$ cat src/rtl/sp_rx_pkg.sv
// Shared types and helpers for the serial frame receiver.
package sp_rx_pkg;

  localparam int unsigned ADDR_W_DEF = 4;
  localparam int unsigned DATA_W_DEF = 4;

  typedef enum logic {
    IDLE  = 1'b0,
    SHIFT = 1'b1
  } state_t;

  // Width of a counter that must hold values 0..n.
  function automatic int unsigned cnt_width(input int unsigned n);
    return $clog2(n + 1);
  endfunction

endpackage

$ cat src/rtl/sp_frame_rx_if.sv
// Serial input and decoded parallel output bundle of the frame receiver.
interface sp_frame_rx_if #(
  parameter int unsigned ADDR_W = 4,
  parameter int unsigned DATA_W = 4
);

  logic              ena;
  logic              s_in;
  logic [ADDR_W-1:0] addr_out;
  logic [DATA_W-1:0] data_out;
  logic              valid;
  logic              par_err;

  modport master (
    output ena,
    output s_in,
    input  addr_out,
    input  data_out,
    input  valid,
    input  par_err
  );

  modport slave (
    input  ena,
    input  s_in,
    output addr_out,
    output data_out,
    output valid,
    output par_err
  );

endinterface

$ cat src/rtl/sp_shift_reg.sv
// Right-shift register: new bit enters the MSB; clear has priority over shift.
module sp_shift_reg #(
  parameter int unsigned W = 8
) (
  input  logic         clk,
  input  logic         rst,
  input  logic         shift_en,
  input  logic         clr,
  input  logic         din,
  output logic [W-1:0] q
);

  if (W > 1) begin : g_wide
    always_ff @(posedge clk or posedge rst) begin
      if (rst)           q <= '0;
      else if (clr)      q <= '0;
      else if (shift_en) q <= {din, q[W-1:1]};
    end
  end else begin : g_single
    always_ff @(posedge clk or posedge rst) begin
      if (rst)           q <= '0;
      else if (clr)      q <= '0;
      else if (shift_en) q <= din;
    end
  end

endmodule

$ cat src/rtl/sp_frame_rx.sv
// Serial-to-parallel frame receiver: LSB-first shift, split into address/data,
// optional trailing even-parity bit, one-cycle valid strobe, abort on ena low.
module sp_frame_rx
  import sp_rx_pkg::*;
#(
  parameter int unsigned ADDR_W    = ADDR_W_DEF,
  parameter int unsigned DATA_W    = DATA_W_DEF,
  parameter int unsigned PARITY_EN = 0
) (
  input logic          clk,
  input logic          rst,
  sp_frame_rx_if.slave bus
);

  localparam int unsigned F      = ADDR_W + DATA_W;
  localparam int unsigned N      = F + PARITY_EN;
  localparam int unsigned CNT_W  = cnt_width(N);
  localparam logic        PAR_ON = (PARITY_EN != 0);

  state_t           state, state_d;
  logic [CNT_W-1:0] cnt, cnt_d;
  logic             par_acc, par_acc_d;
  logic             done_c;
  logic [N-1:0]     sr;
  logic [N-1:0]     frame_c;

  sp_shift_reg #(.W(N)) u_sr (
    .clk      (clk),
    .rst      (rst),
    .shift_en (bus.ena),
    .clr      (~bus.ena),
    .din      (bus.s_in),
    .q        (sr)
  );

  // Completed frame as it will look once the bit on s_in is shifted in.
  assign frame_c = {bus.s_in, sr[N-1:1]};

  always_ff @(posedge clk or posedge rst) begin
    if (rst) begin
      state   <= IDLE;
      cnt     <= '0;
      par_acc <= 1'b0;
    end else begin
      state   <= state_d;
      cnt     <= cnt_d;
      par_acc <= par_acc_d;
    end
  end

  always_comb begin
    state_d   = state;
    cnt_d     = cnt;
    par_acc_d = par_acc;
    done_c    = 1'b0;

    case (state)
      IDLE:    if (bus.ena)  state_d = SHIFT;
      SHIFT:   if (!bus.ena) state_d = IDLE;
      default: state_d = IDLE;
    endcase

    // Every ena=1 edge samples a bit; the last one wraps straight into the next frame.
    if (bus.ena) begin
      if (cnt == CNT_W'(N - 1)) begin
        done_c    = 1'b1;
        cnt_d     = '0;
        par_acc_d = 1'b0;
      end else begin
        cnt_d     = cnt + CNT_W'(1);
        par_acc_d = par_acc ^ bus.s_in;
      end
    end else begin
      cnt_d     = '0;
      par_acc_d = 1'b0;
    end
  end

  always_ff @(posedge clk or posedge rst) begin
    if (rst) begin
      bus.addr_out <= '0;
      bus.data_out <= '0;
      bus.valid    <= 1'b0;
      bus.par_err  <= 1'b0;
    end else begin
      bus.valid   <= done_c;
      bus.par_err <= done_c & PAR_ON & (par_acc ^ bus.s_in);
      if (done_c) {bus.addr_out, bus.data_out} <= frame_c[F-1:0];
    end
  end

endmodule

$ cat src/flat_wrapper.sv
// flat-port wrapper written by rule: the top's interface ports become plain ports
module sp_frame_rx_flat import sp_rx_pkg::*;
#(
  parameter int unsigned ADDR_W    = ADDR_W_DEF,
  parameter int unsigned DATA_W    = DATA_W_DEF,
  parameter int unsigned PARITY_EN = 0
)
  (clk, rst, bus_ena, bus_s_in, bus_addr_out, bus_data_out, bus_valid, bus_par_err);
  sp_frame_rx_if #(.ADDR_W(ADDR_W), .DATA_W(DATA_W)) bus_i ();
  input logic clk;
  input logic rst;
  input wire logic [$bits(bus_i.ena)-1:0] bus_ena;
  input wire logic [$bits(bus_i.s_in)-1:0] bus_s_in;
  output wire logic [$bits(bus_i.addr_out)-1:0] bus_addr_out;
  output wire logic [$bits(bus_i.data_out)-1:0] bus_data_out;
  output wire logic [$bits(bus_i.valid)-1:0] bus_valid;
  output wire logic [$bits(bus_i.par_err)-1:0] bus_par_err;
  assign bus_i.ena = bus_ena;
  assign bus_i.s_in = bus_s_in;
  assign bus_addr_out = bus_i.addr_out;
  assign bus_data_out = bus_i.data_out;
  assign bus_valid = bus_i.valid;
  assign bus_par_err = bus_i.par_err;
  sp_frame_rx #(.ADDR_W(ADDR_W), .DATA_W(DATA_W), .PARITY_EN(PARITY_EN)) u_core (.clk(clk), .rst(rst), .bus(bus_i));
endmodule
$ cat config.mk
export PLATFORM = sky130hd
export DESIGN_NAME = sp_frame_rx_flat
export DESIGN_NICKNAME = d
export VERILOG_FILES = /design/src/rtl/sp_rx_pkg.sv /design/src/rtl/sp_frame_rx_if.sv /design/src/rtl/sp_shift_reg.sv /design/src/rtl/sp_frame_rx.sv /design/src/flat_wrapper.sv
export SDC_FILE = /design/constraint.sdc
export NUM_CORES = 1
export LEC_CHECK = 0
export ABC_AREA = 1
export CORE_MARGIN = 4
export CORE_UTILIZATION = 45
export DETAILED_ROUTE_END_ITERATION = 10
export GPL_TIMING_DRIVEN = 0
export PLACE_DENSITY = 0.82
export SLEW_MARGIN = 10
export SYNTH_ARGS = -nofsm -noshare
export SYNTH_HDL_FRONTEND = slang
export SYNTH_SLANG_ARGS = --single-unit
$ cat constraint.sdc
create_clock -name clk -period 1.42 [get_ports clk]
set_clock_uncertainty 0.05 [all_clocks]
set_input_delay 0.355 -clock clk [delete_from_list [all_inputs] [get_ports clk]]
set_output_delay 0.355 -clock clk [all_outputs]
set_load 0.02 [all_outputs]
==> results.tsv <==
stage	metric	value	unit
logic_synthesis	Yosys warnings	0	
cts	root buffer cell	clkbuf_4	
cts	Worst-Skew Late Latency	0.30	ns
setup_path	Worst Path Arrival	0.98	ns
routing	initial DRC count	16	
power	switching part of the total	0.203	
floorplanning	initial core utilization	0.500	
grt	met1 Track Usage GR	0.160	
sta	Final setup viols	0	
grt	global-route wire length before repair	2390	um
floorplanning	die area	0.00249	sq mm
grt	grt ovf	0	
placement	GPL Wtd Cong	0.710	
routing	DR vias	549	
sta	unrepaired setup endpoints after global routing	false	
logic_synthesis	Synth Area in XOR/XNOR	0	
worst_hold_path	Hold Path Cell Cnt	3	
logic_synthesis	synthesis-stage register bit count	20	
cts	H-tree Lvls	1	
power	leakage	0.586	nW
logic_synthesis	Simple-Gate Fraction of Synth Area	0.249	
finish	layout cell share with drive strength beyond 1	0.177	
grt	number of global-route vias before repair	554	
routing	Avg WL per Cell	11.8	um
cts	Post-CTS Setup Repair Bufs	0	
sta	fin crit share	0.973	
sta	Final Max Slew Viols	0	
grt	Top Usage Layer GRT	met2	
sta	Slew @ Worst Pin	0.722	ns
power	Max VDD drop	0.000617	V
cts	buffer depth of the longest clock path	2	
finish	multi-input combinational cell area	223	sq um
grt	initial antenna violation count	0	
power	pwr/cell area	1190	mW/mm^2
sta	Slew HR	0.518	
placement	placed insts	108	
logic_synthesis	Mapped Area	788	sq um
finish	Fillers	133	
logic_synthesis	top post-synthesis cells by area	dfrtp_1, nand2_1, inv_1	
sta	fin crit period	1.38	ns
power	NetSw	228	uW
setup_path	worst r2r path cells	6	
logic_synthesis	adder-cell share of the synthesized area	0.0159	
grt	met3 usage	0.0181	
worst_hold_path	Min-Delay Path Class	in -> reg	
cts	CTS tree	yes	
setup_path	Worst R2R Setup Slack	0.16	ns
cts	cts hold-fix bufs	0	
setup_path	Worst setup SP type	flip-flop	
logic_synthesis	cell taking the most area after synthesis	dfrtp_1	
setup_path	Worst Path Required	1.01	ns
cts	clk sink count	20	
logic_synthesis	Avg Cell Area, Syn	9.73	sq um
floorplanning	DIE WIDTH	49.9	um
placement	post-DP HPWL	901	um
power	Clk pwr share	0.409	
logic_synthesis	mux share of post-synthesis cell area	0	
worst_hold_path	Hold EP	u_core.u_sr.q[4]$_DFF_PP0_	
grt	gr usage total	0.128	
routing	DRT Wirelength	1320	um
routing	Pre-antenna DRT Iters	4	
setup_path	CP Capture Type	output pin	
floorplanning	Ports	14	
flow_run	max_cap viols	0	
power	Int Power	894	uW
setup_path	delay of the slowest cell on the worst path	0.39	ns
floorplanning	Die Y-Extent	49.9	um
finish	most common cell after layout, fill and taps aside	nand2_1	
cts	clock input transition at the sequential cells of the worst setup and hold paths	0.11	ns
setup_path	Worst R2R End	u_core.bus.data_out[2]$_DFFE_PP0P_	
logic_synthesis	main combinational cell family by area after synthesis	simple AND/OR/NAND/NOR gates	
routing	DR vias/cell	4.90	
logic_synthesis	syn nets	86	
placement	buffers added on ports	11	
logic_synthesis	area share of the largest cell type after synthesis	0.635	
setup_path	crit path buf inv count	1	
finish	nets@finish	102	
routing	Residual DRC	0	
setup_path	Top delay family on crit path	flip-flops	
finish	FF+latch area	500	sq um
power	sequential share of power	0.532	
logic_synthesis	Seq/Total Area, Yosys	0.635	
setup_path	CP cell instances	clkdlybuf4s15_1	
setup_path	Crit-path slowest cell	dfrtp_1	
finish	ANT cells	0	
power	combinational group share of total power	0.059	
grt	largest net degree at the start of global routing	21	
finish	Finished Layout Cells	112	
logic_synthesis	Synth Instances	81	
worst_hold_path	min-delay src	bus_ena	
outcome	status	complete, no violations	
grt	met2 Resource Use GR	0.187	
finish	Final Util	0.597	
sta	final hold vios	0	
logic_synthesis	compound-cell area share of the yosys netlist	0.0127	
floorplanning	row cnt	14	
finish	commonest non-fill, non-tap cells in the layout	nand2_1, dfrtp_1, inv_1	
setup_path	worst r2r src	u_core.cnt[0]$_DFF_PP0_	
floorplanning	area of the core	0.00158	sq mm
sta	f_max	0.723	GHz
routing	post-route ant nets	0	
finish	Synth-to-Final Area Change	19.4	%
cts	CTS Buf Count	3	
sta	Sum Neg Setup Slack	0	ns
setup_path	Worst setup startpoint	u_core.bus.addr_out[3]$_DFFE_PP0P_	
setup_path	CP Max Fanout	2	
setup_path	critical path class	reg -> out	
logic_synthesis	Synth cell types	16	
-- flip-flops by register name, summed over array words and instances (netlist names) --
signal / cells
u_core.cnt: 4
u_core.u_sr.q: 7
u_core.bus.valid: 1
u_core.bus.addr_out: 4
u_core.bus.data_out: 4
-- power by group through the flow --
| stage | Sequential (mW) | Clock, mW | Combinational [mW] |
|---|---|---|---|
| floorplan | 0.612 | 0 | 0.0387 |
| finish | 0.597 | 0.459 | 0.0660 |
| global route | 0.600 | 0.493 | 0.0762 |
| global placement | 0.607 | 0 | 0.0677 |
| detailed placement | 0.608 | 0 | 0.0694 |
| CTS | 0.597 | 0.468 | 0.0674 |
-- worst max path at each step --
stage                                                     to  slack, ns  cells after the start
after CTS                                          bus_valid      0.003                      1
after global routing                         bus_addr_out[2]      0.002                      1
after global placement            u_core.u_sr.q[1]$_DFF_PP0_       0.09                      2
after detailed placement          u_core.u_sr.q[1]$_DFF_PP0_       0.07                      2
final                                        bus_addr_out[3]       0.04                      1
after floorplan           u_core.bus.addr_out[0]$_DFFE_PP0P_       0.29                      6
-- final cells by class --
| class | instances | share of cell area |
|---|---|---|
| sequential | 20 | 0.532 |
| multi-input combinational | 46 | 0.237 |
| tap | 16 | 0.0213 |
| clock inverter | 1 | 0.0319 |
| inverter | 12 | 0.0479 |
| buffer | 3 | 0.0213 |
| timing repair buffer | 11 | 0.0851 |
| clock buffer | 3 | 0.0239 |
-- metal layers --
layer / vias up / routed length (um)
li1: 271 / -
met3: 7 / 62
met4: 0 / 68
met2: 21 / 611
met1: 250 / 576
met5: - / 0
-- stage by stage --
| stage | worst slack, ns | hold WS, ns | total power [mW] | area, sq um |
|---|---|---|---|---|
| 2_1_floorplan | 0.288 | 0.269 | 0.651 | 788 |
| 3_3_place_gp | 0.0884 | 0.383 | 0.674 | 918 |
| 3_5_place_dp | 0.0671 | 0.393 | 0.677 | 918 |
| 4_1_cts | 0.00278 | 0.276 | 1.13 | 970 |
| 5_1_grt | 0.00214 | 0.292 | 1.17 | 941 |
| 6_report | 0.0377 | 0.289 | 1.12 | 941 |
-- cells by family (layout without fill, tap and decap cells) --
group	count (synthesis)	count (layout)
other cells	1	1
fa+ha+maj	1	1
flops	20	20
simple gates	42	42
compound gates	2	2
buf+inv	15	30
-- synthesized netlist by cell type --
cell     instances
nand2_4          1
buf_4            2
inv_1           11
nand2_1         27
ha_1             1
inv_2            1
nor2_8           1
o21ai_0          1
nand2_2          1
nand4_1          1
nand3_1          8
dfrtp_1         20
conb_1           1
nor2_1           3
o21ai_1          1
buf_2            1
-- timing repair --
item / CTS / global route
endpoints found under the setup margin: 9 / 7
gates cloned: 0 / 0
gates resized for setup: 17 / 7
No activity file was read; power rests on OpenSTA's default activity.
